File: src/rtl/nlprg8_checker_pkg.sv
// nlprg8_checker_pkg: shared sequence function, FSM states and reset constant
package nlprg8_checker_pkg;
  typedef enum logic [1:0] {HUNT, VERIFY, LOCKED} state_t;
  localparam logic [7:0] SEQ_RESET = 8'h00;
  function automatic logic [7:0] nlprg8_f(input logic [7:0] s);
    return {s[6:3], ~(s[3] ^ s[2]) ^ (s[1] & s[0] & ~|s[7:3]), s[3] ^ s[6] ^ s[1], s[4] ^ s[5] ^ s[0], ~(s[6] ^ s[7] ^ s[3])};
  endfunction
endpackage

File: src/rtl/nlprg8_next.sv
// nlprg8_next: combinational next-word function of the 8-bit nonlinear sequence
// s: current word, n: next word
module nlprg8_next
  import nlprg8_checker_pkg::*;
(
  input  logic [7:0] s,
  output logic [7:0] n
);
  assign n = nlprg8_f(s);
endmodule

File: config.mk
export PLATFORM = sky130hd
export DESIGN_NAME = nlprg8_next
export DESIGN_NICKNAME = d
export VERILOG_FILES = /design/src/rtl/nlprg8_checker_pkg.sv /design/src/rtl/nlprg8_next.sv
export SDC_FILE = /design/constraint.sdc
export NUM_CORES = 1
export LEC_CHECK = 0
export ABC_AREA = 1
export BUFFER_PORTS_ARGS = -buffer_cell sky130_fd_sc_hd__buf_4
export CAP_MARGIN = 10
export CORE_AREA = 2 2 39 41
export DETAILED_ROUTE_END_ITERATION = 10
export DIE_AREA = 0 0 41 43
export GPL_ROUTABILITY_DRIVEN = 0
export PLACE_DENSITY = 0.43
export SYNTH_ARGS = -nofsm -noshare
export SYNTH_HDL_FRONTEND = slang
export SYNTH_SLANG_ARGS = --single-unit
File: constraint.sdc
create_clock -name vclk -period 1.4
set_input_delay 0.28 -clock vclk [all_inputs]
set_output_delay 0.28 -clock vclk [all_outputs]
set_load 0.03 [all_outputs]
## Word level (Yosys, flattened, before mapping)

Cells that the tools add are included.

- Input port bits: 8
- Bits in registers: 0
- Output and inout bits: 8
- Logic and storage cells: 14

- Bitwise logic cells: 12
- Reductions and logical operators: 2

Operators by type and width:

| cell | number |
|---|---|
| XOR 1 bit | 8 |
| OR reduction 5 bit | 1 |
| AND 1 bit | 2 |
| inverter 1 bit | 2 |
| logical NOT 1 bit | 1 |

## Depth between registers and ports, before layout

- Word-level depth: 4
- Gate-level depth with buffers: 6
- Depth with buffers taken out: 6

## Worst setup path after synthesis

OpenSTA, ideal clock, no wires.

- Path type: input-to-output
- Start: input port s[6]
- End: output port n[0]
- Cell stages on the path: 4
- Data arrival time: 949 ps
- Buffers on the path: 0
- Data required time: 1120 ps
- Slack: 171 ps
- Cells stage by stage: inv_1 -> nand2_2 -> nand2_2 -> xor2_1

- Longest elaborated chain between the ends: 3

Ends and longest elaborated chain:

| element | line | RTL |
|---|---|---|
| from (decl) | nlprg8_next.sv:6 | `input logic [7:0] s,` |
| XOR 1 bit (2 in series) | nlprg8_checker_pkg.sv:6 | `return {s[6:3], ~(s[3] ^ s[2]) ^ (s[1] & s[0] & ~\|s[7:3]), s[3] ^ s[6] ^ s[1], s[4] ^ s[5] ^ s[0], ~(s[6] ^ s[ ...` |
| inverter 1 bit | nlprg8_checker_pkg.sv:6 |  |
| to (decl) | nlprg8_next.sv:7 | `output logic [7:0] n` |

Every way passes these cells.

## Final worst setup path

- Start: input port s[4]
- End: output port n[3]

- Longest elaborated chain between the ends: 4

Ends and longest elaborated chain:

| element | line |
|---|---|
| OR reduction 5 bit | nlprg8_checker_pkg.sv:6 |
| logical NOT 1 bit | nlprg8_checker_pkg.sv:6 |
| AND 1 bit | nlprg8_checker_pkg.sv:6 |
| XOR 1 bit | nlprg8_checker_pkg.sv:6 |

Every way passes these cells.

==> results.json <==
{
  "pwr-share-comb_pct": 100.0,
  "slowest_stage": "buf_4",
  "syn_nets": 40,
  "fmax_mhz": 819,
  "grt_overflow": 0,
  "max_slew.worst_pin.slew_ns": 0.114,
  "power_density_nw_per_um2": 449,
  "clkPwrFrac_pct": 0,
  "synth_top_area_share_pct": 25.6,
  "post_synth.cell_area_avg_um2": 5.04,
  "ys_types": 8,
  "final_nets": 54,
  "grt_pass1_wl_um": 531,
  "grt_max_degree": 5,
  "cp_cell_sequence": "buf_4 > inv_1 > nand2_1 > nor2_2 > nand2_1 > nand2_1 > nand2_1 > buf_4",
  "crit_path_frequent_cell": "nand2_1",
  "slew_headroom_pct": 92.4,
  "drive_above_1_share_pct": 47.7,
  "hold_violations": 0,
  "max_stage_delay_ns": 0.16,
  "internal-power_w": 0.0000503,
  "nClkBuffers": 0,
  "rsz0062_at_grt": "no",
  "min_period_ns": 1.22,
  "fillers": 173,
  "drc": 0,
  "worst_setup_path_start_kind": "input port",
  "ctsResizeCount": 0,
  "synth_warnings": 0,
  "fin_ws_ns": 0.178,
  "chipWidth_um": 41,
  "gr-usage-all-layers_pct": 3.90,
  "cap_violations": 0,
  "power.switching_w": 0.0000717,
  "place_ws_ns": 0.160,
  "tns_ns": 0,
  "via_per_inst": 3.17,
  "dp.cells": 60,
  "postCtsSetupRepairBufs": 0,
  "yosysSeqAreaShare_pct": 0,
  "yosys-top-cells-area": "nand2_1 (26%), buf_4 (19%), inv_1 (19%)",
  "vias": 190,
  "dp_hpwl_um": 312,
  "swShare_pct": 58.8,
  "finalNonFillerCells": 60,
  "num_rows": 14,
  "ant_nets": 0,
  "seqCellArea_um2": 0,
  "hold_depth": 2,
  "seq_power_share_pct": 0,
  "wirelength_um": 329,
  "drt-initial-drc-count": 2,
  "chipHeight_um": 43,
  "yosysMostFrequentCell": "nand2_1",
  "die_area_um2": 1760,
  "outcome": "completed",
  "syn_inst": 32,
  "worstSetupPathType": "in2out",
  "ir_drop_mv": 0.110,
  "start_util_pct": 11.7,
  "area_growth_pct": 68.2,
  "wire_per_inst_um": 5.48,
  "crit_fanout": 3,
  "p_leak_nw": 0.177,
  "antenna_found_initial": 0,
  "holdCritPathClass": "in2out",
  "postCtsHoldBufs": 0,
  "critPathArrivalTime_ns": 0.94,
  "holdPathEnd": "n[5]",
  "end_kind": "output pin",
  "antenna_cells": 0,
  "setup_viol": 0,
  "grt_pass1_vias": 146,
  "min_from": "s[4]",
  "finalMaxSlewViolations": 0,
  "dr.pass1.iters": 2,
  "coreArea_um2": 1380,
  "portBuffers": 16,
  "seq_cells": 0,
  "fin_crit_sh_pct": 87.3,
  "worstPathRequired_ns": 1.12,
  "netlist_area_um2": 161,
  "ios": 16,
  "yosysTopAreaCell": "nand2_1",
  "synth_commonest_cells": "nand2_1 (11), inv_1 (8), buf_4 (4)"
}
## per-layer routing
metal	part of all wire, %	GRT usage, %	vias to the layer above
li1	-	-	108
met1	33	4.75	76
met2	58	7.50	6
met3	8.2	0	0
met4	0	0	0
met5	0	0	-
## cell families after synthesis
kind of cell / after synthesis / synth area share [%]
AND/OR/NAND/NOR: 16 / 44.2
buffers and inverters: 13 / 39.5
XOR/XNOR: 3 / 16.3
## final cells by class
class / count / area (um2) / share of cell area (%)
timing repair buffer: 16 / 120 / 44.2
inverter: 9 / 33.8 / 12.4
tap: 16 / 20.0 / 7.37
multi-input combinational: 19 / 97.6 / 35.9
## per-stage QoR
stage / total power [W] / util (%) / hold WS, ns / area (um2)
2_1_floorplan: 0.0000779 / - / 0.692 / 161
3_3_place_gp: 0.000123 / 19.6 / 0.796 / 272
3_5_place_dp: 0.000124 / 19.6 / 0.798 / 272
4_1_cts: 0.000124 / 19.6 / 0.797 / 272
5_1_grt: 0.000132 / 19.6 / 0.805 / 272
6_report: 0.000122 / 19.6 / 0.797 / 272
## placed cells by master, fill, tap and decap left out
cell / synthesis / final
nand3_1: 1 / 1
xor2_1: 3 / 3
inv_2: 1 / 1
nand2_2: 2 / 2
buf_4: 4 / 16
inv_1: 8 / 8
nand2_1: 11 / 11
nor2_2: 2 / 2
## critical path, delay by kind of cell
kind          cells  cell delay, ns
simple gates      5            0.34
buf+inv           3            0.32
## how the worst max path moves through the flow
stage	from	to	slack (ns)	depth (start not counted)
6_report	s[4]	n[3]	0.18	8
4_1_cts	s[4]	n[3]	0.16	8
2_1_floorplan	s[6]	n[0]	0.17	4
3_3_place_gp	s[4]	n[3]	0.16	8
5_1_grt	s[4]	n[3]	0.09	8
3_5_place_dp	s[4]	n[3]	0.16	8
## power groups by stage
stage | Combinational (W) | Sequential [W] | Clock [W]
floorplan | 0.0000779 | 0 | 0
global placement | 0.000123 | 0 | 0
detailed placement | 0.000124 | 0 | 0
CTS | 0.000124 | 0 | 0
global route | 0.000132 | 0 | 0
finish | 0.000122 | 0 | 0
Power figures use the tool's default switching activity.
